--- config.mk ---
export PLATFORM = sky130hd
export DESIGN_NAME = spi_controller
export DESIGN_NICKNAME = d
export VERILOG_FILES = /design/src/rtl/spi_controller.sv
export SDC_FILE = /design/constraint.sdc
export NUM_CORES = 1
export LEC_CHECK = 0
export ABC_CLOCK_PERIOD_IN_PS = 4320
export BUFFER_PORTS_ARGS = -buffer_cell sky130_fd_sc_hd__buf_4
export CORE_ASPECT_RATIO = 0.6
export CORE_UTILIZATION = 35
export DETAILED_ROUTE_END_ITERATION = 12
export HOLD_SLACK_MARGIN = 0.03
export SLEW_MARGIN = 15
export SYNTH_ARGS = -nofsm -noshare
export SYNTH_HDL_FRONTEND = slang
export SYNTH_SLANG_ARGS = --single-unit
--- constraint.sdc ---
create_clock -name clk -period 4.32 [get_ports clk]
set_input_delay 0.216 -clock clk [delete_from_list [all_inputs] [get_ports clk]]
set_output_delay 0.216 -clock clk [all_outputs]
set_load 0.03 [all_outputs]
--- src/rtl/spi_controller.sv ---
// SPI mode-0 write initiator: serialises {rw, addr[6:0], data[7:0]} MSB first on nCS/SCLK/COPI.
// Optional request address check enabled by defining SPI_CTRL_ADDR_CHECK_EN.
module spi_controller #(
  parameter int unsigned CLK_DIV    = 4,
  parameter int unsigned CS_SETUP   = 4,
  parameter int unsigned CS_HOLD    = 4,
  parameter int unsigned GAP_CYCLES = 8,
  parameter int unsigned MAX_ADDR   = 4
) (
  input  logic       clk,
  input  logic       rst,
  input  logic       req_valid,
  output logic       req_ready,
  input  logic       req_write,
  input  logic [6:0] req_addr,
  input  logic [7:0] req_data,
  output logic       nCS,
  output logic       SCLK,
  output logic       COPI,
  output logic       busy,
  output logic       done,
  output logic       err
);

  localparam int unsigned FRAME_W = 16;
  localparam int unsigned ADDR_W  = 7;
  localparam int unsigned BIT_W   = 5;
  localparam int unsigned DIV_W   = $clog2(CLK_DIV);
  localparam int unsigned TMR_MAX = (CS_SETUP > CS_HOLD)
                                    ? ((CS_SETUP > GAP_CYCLES) ? CS_SETUP : GAP_CYCLES)
                                    : ((CS_HOLD > GAP_CYCLES) ? CS_HOLD : GAP_CYCLES);
  localparam int unsigned TMR_W   = $clog2(TMR_MAX);

  // Reject parameter sets the receiver timing cannot tolerate.
  if (CLK_DIV < 3 || CS_SETUP < 2 || CS_HOLD < 1 || GAP_CYCLES < 4 || MAX_ADDR > 127) begin : g_bad_cfg
    $error("spi_controller: illegal parameter set");
  end

  typedef enum logic [2:0] {
    S_IDLE,
    S_SETUP,
    S_SHIFT,
    S_HOLD,
    S_GAP,
    S_REJECT
  } state_t;

  state_t               state, state_d;
  logic [TMR_W-1:0]     tmr, tmr_d;
  logic [DIV_W-1:0]     div, div_d;
  logic [BIT_W-1:0]     bit_cnt, bit_cnt_d;
  logic [FRAME_W-1:0]   sr, sr_d;
  logic                 ncs_d, sclk_d, copi_d, ready_d, busy_d, done_d, err_d;

  // State and registered outputs.
  always_ff @(posedge clk or posedge rst) begin
    if (rst) begin
      state     <= S_IDLE;
      tmr       <= '0;
      div       <= '0;
      bit_cnt   <= '0;
      sr        <= '0;
      nCS       <= 1'b1;
      SCLK      <= 1'b0;
      COPI      <= 1'b0;
      req_ready <= 1'b0;
      busy      <= 1'b0;
      done      <= 1'b0;
      err       <= 1'b0;
    end else begin
      state     <= state_d;
      tmr       <= tmr_d;
      div       <= div_d;
      bit_cnt   <= bit_cnt_d;
      sr        <= sr_d;
      nCS       <= ncs_d;
      SCLK      <= sclk_d;
      COPI      <= copi_d;
      req_ready <= ready_d;
      busy      <= busy_d;
      done      <= done_d;
      err       <= err_d;
    end
  end

  // Next state and next output values.
  always_comb begin
    state_d   = state;
    tmr_d     = tmr;
    div_d     = div;
    bit_cnt_d = bit_cnt;
    sr_d      = sr;
    ncs_d     = nCS;
    sclk_d    = SCLK;
    copi_d    = COPI;
    ready_d   = req_ready;
    busy_d    = busy;
    done_d    = 1'b0;
    err_d     = 1'b0;

    case (state)
      S_IDLE: begin
        ready_d = 1'b1;
        if (req_valid && req_ready) begin
          ready_d = 1'b0;
`ifdef SPI_CTRL_ADDR_CHECK_EN
          if (req_write && (req_addr > ADDR_W'(MAX_ADDR))) begin
            err_d   = 1'b1;
            state_d = S_REJECT;
          end else begin
`else
          begin
`endif
            ncs_d   = 1'b0;
            copi_d  = req_write;
            sr_d    = {req_addr, req_data, 1'b0};
            busy_d  = 1'b1;
            tmr_d   = '0;
            state_d = S_SETUP;
          end
        end
      end

      S_REJECT: begin
        ready_d = 1'b1;
        state_d = S_IDLE;
      end

      S_SETUP: begin
        if (tmr == TMR_W'(CS_SETUP - 1)) begin
          sclk_d    = 1'b1;
          div_d     = '0;
          bit_cnt_d = BIT_W'(1);
          state_d   = S_SHIFT;
        end else begin
          tmr_d = tmr + TMR_W'(1);
        end
      end

      // Each bit is a full high phase followed by a full low phase; COPI moves only on the fall.
      S_SHIFT: begin
        if (div == DIV_W'(CLK_DIV - 1)) begin
          div_d = '0;
          if (SCLK) begin
            sclk_d = 1'b0;
            if (bit_cnt != BIT_W'(FRAME_W)) begin
              copi_d = sr[FRAME_W-1];
              sr_d   = {sr[FRAME_W-2:0], 1'b0};
            end
          end else if (bit_cnt == BIT_W'(FRAME_W)) begin
            tmr_d   = '0;
            state_d = S_HOLD;
          end else begin
            sclk_d    = 1'b1;
            bit_cnt_d = bit_cnt + BIT_W'(1);
          end
        end else begin
          div_d = div + DIV_W'(1);
        end
      end

      S_HOLD: begin
        if (tmr == TMR_W'(CS_HOLD - 1)) begin
          ncs_d   = 1'b1;
          done_d  = 1'b1;
          tmr_d   = '0;
          state_d = S_GAP;
        end else begin
          tmr_d = tmr + TMR_W'(1);
        end
      end

      S_GAP: begin
        if (tmr == TMR_W'(GAP_CYCLES - 1)) begin
          busy_d  = 1'b0;
          ready_d = 1'b1;
          tmr_d   = '0;
          state_d = S_IDLE;
        end else begin
          tmr_d = tmr + TMR_W'(1);
        end
      end

      default: state_d = S_IDLE;
    endcase
  end

endmodule

# Word level (Yosys, flattened, before mapping)
# Index checks and enable logic that the tools add are counted.
[op_classes]
n_mul = 0
order_cmp = 0
addsub = 3
n_eq_ne = 21
shift = 0
n_mux = 49
div = 0
bitwise_logic = 0
n_reduce_logical = 17
[op_table]
columns = ["operator", "count"]
rows = [
  ["$mux 16", 4],
  ["$mux 3", 14],
  ["$pmux 16 s2", 1],
  ["$pmux 3 s5", 2],
  ["$ne 2x2->1 const B", 11],
  ["$mux 5", 4],
  ["$mux 1", 15],
  ["$pmux 5 s2", 1],
  ["$reduce_and 5->1", 2],
  ["$eq 3x2->1 const B", 3],
  ["$eq 3x3->1 const B", 3],
  ["$reduce_and 3->1", 3],
  ["$pmux 1 s2", 4],
  ["$reduce_bool 2->1", 4],
  ["$reduce_and 7->1", 1],
  ["$reduce_and 6->1", 1],
  ["$add 5x1->5 const B", 1],
  ["$eq 5x5->1 const B", 1],
  ["$ne 5x5->1 const B", 1],
  ["$reduce_bool 5->1", 1],
  ["$mux 2", 2],
  ["$pmux 2 s2", 1],
  ["$reduce_and 2->1", 2],
  ["$add 3x1->3 const B", 1],
  ["7 further kinds", 7],
]
[word_totals]
ramBits = 0
inputBits = 19
n_memories = 0
register_bits = 35
latch_bits = 0
mem_bits_ro = 0

# Longest topological paths before layout
# Gate-level depths: netlist of the first run.
[depth]
depth_word = 5
mapped_depth = 8
ltp_nobuf = 6

# Worst setup path after synthesis of the first run
# No wires, ideal clock.
[synth_path]
kind = "flip-flop to flip-flop"
from = "reg bit_cnt[0]"
to = "reg tmr[0]"
setup_ps = 125
setup_slack_ps = 2643
synth_period_minus_slack_ps = 1677
n_path_buf = 0
path_stages_with_launch = 7
arrival_time_ps = 1553
cell_sequence = "dfrtp_1 inv_1 ha_1 nand4bb_1 o221ai_1 and3_1 mux2_2"
[synth_between]
elab_chain_cells = 3
[synth_rtl]
columns = ["element", "line", "rtl"]
rows = [
  ["start, declared", "51", "logic [BIT_W-1:0] bit_cnt, bit_cnt_d;"],
  ["start signal, assigned", "74", "bit_cnt <= bit_cnt_d;"],
  ["$eq 5x5->1", "150", "end else if (bit_cnt == BIT_W'(FRAME_W)) begin"],
  ["$ne 2x2->1 (no source line)", "n/a", ""],
  ["$reduce_and 6->1 (no source line)", "n/a", ""],
  ["end signal, assigned", "72", "tmr <= tmr_d;"],
  ["end, declared", "49", "logic [TMR_W-1:0] tmr, tmr_d;"],
]
# Every way passes these cells.
# A chain may end at the register's enable or synchronous reset.

# Worst setup path after layout of the first run
[layout_path]
from = "reg state[1]"
to = "reg sr[12]"
[layout_between]
elab_chain_cells = 3
word_cells_on_any_way = 9
classes_between = "eq/ne (5); mux (1); reduce/logical (3)"
[layout_rtl]
columns = ["element", "line", "rtl"]
rows = [
  ["start, declared", "48", "state_t state, state_d;"],
  ["start signal, assigned", "71", "state <= state_d;"],
  ["$eq 3x2->1 / $logic_not 3->1 (equally long branches)", "101", "case (state)"],
  ["$ne 2x2->1 (no source line) / $reduce_bool 2->1 (equally long branches)", "n/a", ""],
  ["$reduce_and 5->1 (no source line)", "n/a", ""],
  ["end signal, assigned", "75", "sr <= sr_d;"],
  ["end, declared", "52", "logic [FRAME_W-1:0] sr, sr_d;"],
]
# Parallel ways exist; a longest one is shown, timed or not.

==> impl_metrics.py, run 1 <==
metrics = {
    "outcome": {
        "status": "completed",
    },
    "routing": {
        "routed_wl_um": 3720,
        "ant_nets": 0,
        "route.detailed.vias_per_inst": 4.95,
        "drc": 0,
        "vias": 1357,
        "avgRoutedWirePerCell_um": 13.6,
        "first_iter_violations": 69,
        "first_pass_iters": 4,
    },
    "floorplan": {
        "core_mm2": 0.00508,
        "fp.dieW_um": 96.1,
        "start_util_pct": 36.6,
        "die_area_mm2": 0.00561,
        "rows": 20,
        "ios": 26,
        "fp.dieH_um": 58.4,
    },
    "cts": {
        "clk_latency_ps": 280,
        "cts_resized": 0,
        "cts_buffers": 5,
        "cts_tree": "yes",
        "cts_setup_buffers": 0,
        "cts_sinks": 34,
        "path_clk_slew_ps": 70,
        "clock_path_buffers": 2,
        "h-tree-depth": 2,
        "root_buffer": "clkbuf_8",
        "ctsHoldBuffers": 0,
    },
    "grt": {
        "first_global_vias": 1269,
        "grt_pass1_wl_um": 6080,
        "grt_antenna_before_repair": 0,
        "grt_util_all_layers_pct": 14.4,
        "grt_max_degree": 35,
        "grt_overflow": 0,
        "gr-usage-met3_pct": 4.01,
        "met1_usage_pct": 22.0,
        "grt_busiest_layer": "met1",
        "globalRouteMet2Util_pct": 19.3,
    },
    "placement": {
        "dpl_cell_area_mm2": 0.00204,
        "numPortBuffers": 24,
        "post-dp-hpwl_um": 2640,
        "gp_congestion": 0.771,
    },
    "synth": {
        "ys_ff_latch": 34,
        "yosysSeqAreaShare_pct": 45.9,
        "ys_warn_count": 0,
        "async_reset_ff_share_pct": 100,
        "netlist_area_mm2": 0.00186,
        "synth-edff-count": 0,
        "synthFlopType": "dfrtp_1",
        "synth_nets": 211,
        "syn_area_per_cell_um2": 9.99,
        "ys_types": 45,
        "syn_inst": 186,
    },
    "layout": {
        "num-nets-final": 232,
        "ff_latch_area_um2": 852,
        "syn_to_final_growth_pct": 14.6,
        "drive_gt1_share_pct": 25.0,
        "multi_input_comb_area_um2": 826,
        "final_common_cell": "dfrtp_1",
        "num_antenna_cells": 0,
        "final_area_mm2": 0.00213,
        "fill_cells": 503,
        "layout_common_cells": "33 x dfrtp_1, 25 x buf_4, 24 x inv_1, 15 x o22ai_1, 12 x a21oi_1",
    },
    "critical_path": {
        "cp_data_arrival_time_ps": 2290,
        "worstSetupPathType": "flop to flop",
        "crit_path_max_fanout": 20,
        "cp.required_ps": 4530,
        "endpoint_kind": "flop",
        "cp-start-kind": "flop",
    },
    "run": {
        "cap_violations": 0,
    },
    "hold_path": {
        "hold_path.class": "primary input to async pin",
    },
    "power_and_ir_drop": {
        "power.density_mw_per_mm2": 625,
        "p_switching_uw": 516,
        "p_clk_share_pct": 17.9,
        "p_leak_uw": 0.000968,
        "switching_share_pct": 38.8,
        "p_int_uw": 815,
        "comb_power_share_pct": 37.8,
        "seq_power_share_pct": 44.2,
        "peakVddDrop_mv": 0.226,
    },
    "sta": {
        "finalSetupViolCount": 0,
        "hold_viol_final": 0,
        "fin_tns_setup_ps": 0,
        "relSlewSlack_pct": 62.6,
        "worst_pin_slew_ps": 561,
        "fin_skew_ps": 7.20,
        "final.min_clock_period_ps": 2080,
        "maxSlewViolCount": 0,
        "rsz0062_at_grt": "false",
        "max_freq_ghz": 0.481,
        "finalCritPeriodShare_pct": 48.2,
    },
}
-- worst max-delay path, cell delays in order, from the launching register on --
cell	delay, ps
dfrtp_1	660
nor3b_2	340
nand4_2	420
and2_4	420
a21oi_2	160
-- metal layers --
layer / up-vias / wire [µm]
met3: 5 / 145
met2: 23 / 1460
met5: - / 0
met1: 631 / 2090
li1: 698 / -
met4: 0 / 34
-- area by class of cell --
cell class	instances	area share, %
Sequential cell	34	40.0
Multi-Input combinational cell	117	38.8
Timing Repair Buffer	25	8.81
Inverter	24	4.23
Clock buffer	7	4.05
Tap cell	66	3.88
Clock inverter	1	0.235
-- synth_stat cells (3+ instances only) --
| library cell | instances | area (µm²) |
|---|---|---|
| dfrtp_1 | 33 | 826 |
| inv_1 | 24 | 90.1 |
| o22ai_1 | 15 | 93.8 |
| a21oi_1 | 12 | 60.1 |
| a21oi_2 | 11 | 96.3 |
| nand2_1 | 9 | 33.8 |
| o21ai_0 | 8 | 40.0 |
| ha_1 | 6 | 75.1 |
| o31ai_1 | 6 | 45.0 |
| nand3_1 | 5 | 25.0 |
| nor2_1 | 5 | 18.8 |
| nor2b_1 | 4 | 25.0 |
| nor3_1 | 4 | 20.0 |
| buf_6 | 3 | 33.8 |
| clkbuf_1 | 3 | 11.3 |
| mux2_2 | 3 | 33.8 |
-- sequential cells by signal, indices dropped and copies added, names as in the netlist --
| signal | cells |
|---|---|
| bit_cnt | 5 |
| req_ready | 1 |
| busy | 1 |
| state | 3 |
| sr | 15 |
| done | 1 |
| COPI | 1 |
| nCS | 1 |
| SCLK | 1 |
| div | 2 |
| tmr | 3 |
-- worst paths after layout --
| kind | from | to | slack, ps | cells past startpoint |
|---|---|---|---|---|
| worst min register to register | div[0] | div[0] | 510 | 1 |
| worst min-delay path | rst | bit_cnt[1] | 30 | 3 |
| worst max register to register | state[1] | sr[12] | 2240 | 4 |
| max in group asynchronous | rst | nCS | 3960 | 3 |
| min in group clk | req_data[0] | sr[1] | 180 | 3 |
| worst max-delay path | state[1] | sr[12] | 2240 | 4 |
-- stage by stage --
| step | util [%] | power [µW] | worst slack, ps | hold WS (ps) | std cells |
|---|---|---|---|---|---|
| floorplan | - | 995 | 2640 | 357 | 186 |
| global placement | 40.1 | 1090 | 2330 | 351 | 266 |
| detailed placement | 40.1 | 1100 | 2240 | 352 | 266 |
| CTS | 41.9 | 1350 | 2210 | 40.4 | 274 |
| global route | 41.9 | 1440 | 2000 | 84.6 | 274 |
| finish | 41.9 | 1330 | 2240 | 26.4 | 274 |
-- logic make-up (layout without fill, tap and decap cells) --
family                   after synthesis  count (layout)  synth area share, %
AO/OA/AOI/OAI                         59              59                 21.2
buffers and inverters                 35              57                 9.70
multiplexers                           4               4                 2.36
flip-flops                            34              34                 45.9
adder cells (fa/ha/maj)                6               6                 4.04
AND/OR/NAND/NOR                       46              46                 16.2
XOR/XNOR                               1               1                0.471
other                                  1               1                0.202
-- power by group through the flow --
stage | Clock, µW | Sequential, µW | Combinational, µW
floorplan | 0 | 563 | 432
global placement | 0 | 593 | 498
detailed placement | 0 | 591 | 507
CTS | 249 | 588 | 509
global route | 261 | 608 | 567
finish | 239 | 588 | 503
No activity file was read; power rests on OpenSTA's default activity.
==> run 2: changes to the inputs <==
ABC_CLOCK_PERIOD_IN_PS = 1950   (was 4320)
clock period = 1.95 ns   (was 4.32 ns; I/O delays follow)
==> impl_metrics.py, run 2 (synthesis gave the netlist of run 1 again) <==
metrics = {
    "outcome": {
        "status": "completed",
    },
    "grt": {
        "grt_overflow": 0,
        "grt_antenna_before_repair": 0,
        "first_global_vias": 1244,
        "grt_pass1_wl_um": 6100,
        "grt_util_all_layers_pct": 14.4,
        "grt_max_degree": 35,
    },
    "run": {
        "cap_violations": 0,
    },
    "layout": {
        "reg.largest.list": "sr (15), bit_cnt (5)",
        "drive_gt1_share_pct": 28.2,
        "top_register": "sr",
        "largest_reg_flops": 15,
        "layout_common_cells": "33 x dfrtp_1, 33 x buf_4, 24 x inv_1, 15 x o22ai_1, 12 x a21oi_1",
        "syn_to_final_growth_pct": 18.6,
        "num_antenna_cells": 0,
        "num-nets-final": 241,
    },
    "placement": {
        "gp_congestion": 0.782,
        "numPortBuffers": 24,
        "post-dp-hpwl_um": 2690,
    },
    "cts": {
        "h-tree-depth": 2,
        "cts_buffers": 5,
        "clk_latency_ps": 280,
        "cts_tree": "yes",
        "root_buffer": "clkbuf_8",
        "cts_sinks": 34,
        "path_clk_slew_ps": 70,
        "clock_path_buffers": 2,
    },
    "sta": {
        "fin_tns_setup_ps": 0,
        "fin_skew_ps": 7.36,
        "max_freq_ghz": 0.570,
        "hold_viol_final": 0,
        "finalCritPeriodShare_pct": 90.0,
        "maxSlewViolCount": 0,
        "rsz0062_at_grt": "false",
        "final.min_clock_period_ps": 1750,
        "finalSetupViolCount": 0,
    },
    "power_and_ir_drop": {
        "p_leak_uw": 0.00101,
        "comb_power_share_pct": 43.2,
        "switching_share_pct": 38.9,
        "power.density_mw_per_mm2": 1360,
        "p_clk_share_pct": 16.0,
        "peakVddDrop_mv": 0.399,
        "total_power_uw": 3000,
        "p_int_uw": 1830,
        "seq_power_share_pct": 40.8,
        "p_switching_uw": 1170,
    },
    "hold_path": {
        "hold_path.class": "primary input to flop",
        "hold_start": "req_data[0]",
        "holdPathStages": 3,
        "holdPathEnd": "sr[1]",
    },
    "critical_path": {
        "reg2reg_slack_ps": 200,
        "crit_path_max_fanout": 5,
        "endpoint_kind": "flop",
        "rr_startpoint": "bit_cnt[0]",
        "rr_worst_depth": 6,
        "cp.required_ps": 2120,
        "rr_endpoint": "tmr[0]",
        "cp-start-kind": "flop",
        "cp_data_arrival_time_ps": 1920,
        "worstSetupPathType": "flop to flop",
    },
    "floorplan": {
        "ios": 26,
        "rows": 20,
        "start_util_pct": 36.6,
        "core_mm2": 0.00508,
        "die_area_mm2": 0.00561,
        "fp.dieH_um": 58.4,
        "fp.dieW_um": 96.1,
    },
    "routing": {
        "routed_wl_um": 3740,
        "route.detailed.vias_per_inst": 4.95,
        "first_iter_violations": 62,
        "first_pass_iters": 4,
        "ant_nets": 0,
        "vias": 1396,
        "avgRoutedWirePerCell_um": 13.3,
        "drc": 0,
    },
}
run 2: worst max-delay path by stage:
stage / from / end / slack (ps) / cells past startpoint
2_1_floorplan: bit_cnt[0] / tmr[0] / 270 / 6
3_3_place_gp: bit_cnt[0] / tmr[1] / 190 / 6
3_5_place_dp: bit_cnt[0] / tmr[1] / 120 / 6
4_1_cts: bit_cnt[0] / tmr[0] / 120 / 6
5_1_grt: bit_cnt[0] / tmr[1] / 80 / 6
6_report: bit_cnt[0] / tmr[0] / 200 / 6
run 2: power by group through the flow:
stage | clock, µW | combinational (µW) | sequential (µW)
4_1_cts | 503 | 1290 | 1220
3_5_place_dp | 0 | 1290 | 1230
6_report | 480 | 1300 | 1230
3_3_place_gp | 0 | 1270 | 1230
2_1_floorplan | 0 | 957 | 1250
5_1_grt | 531 | 1440 | 1260
run 2: stage by stage:
stage	hold WS (ps)	std cells	worst slack, ps	utilization, %	cell area [µm²]
6_report	81.8	282	196	43.4	2200
2_1_floorplan	238	186	273	-	1860
4_1_cts	67.2	282	120	43.1	2190
5_1_grt	95.5	282	78.3	43.4	2200
3_5_place_dp	232	274	125	41.3	2100
3_3_place_gp	231	274	188	41.3	2100
run 2: routing by layer:
layer	vias to the layer above	global-route usage, %	routed length [µm]
met4	0	4.48	33
met1	657	23.8	2110
met5	-	0	0
li1	712	-	-
met2	22	17.4	1440
met3	5	3.62	154
run 2: what timing repair did:
| item | 4_1_cts | 5_1_grt |
|---|---|---|
| setup buffers | 0 | 0 |
| hold endpoints to repair | 33 | 0 |
| endpoints found under the setup margin | 0 | 2 |
| gates resized for setup | 0 | 1 |
| hold buffers | 1 | 0 |
run 2: worst max-delay path, cell delays in order (launching register included):
cell and delay (ps):
dfrtp_1 400, inv_1 100, ha_1 220, nand4bb_4 160, o221ai_1 180, and3_1 240, mux2_2 350
run 2: area by class of cell:
| cell class | count | area [µm²] |
|---|---|---|
| repair buffers | 34 | 258 |
| clock inverters | 2 | 10.0 |
| inverters | 24 | 90.1 |
| fillers | 480 | 2880 |
| flip-flops and latches | 34 | 852 |
| multi-input cells | 117 | 842 |
| clock buffers | 5 | 68.8 |
| well taps | 66 | 82.6 |
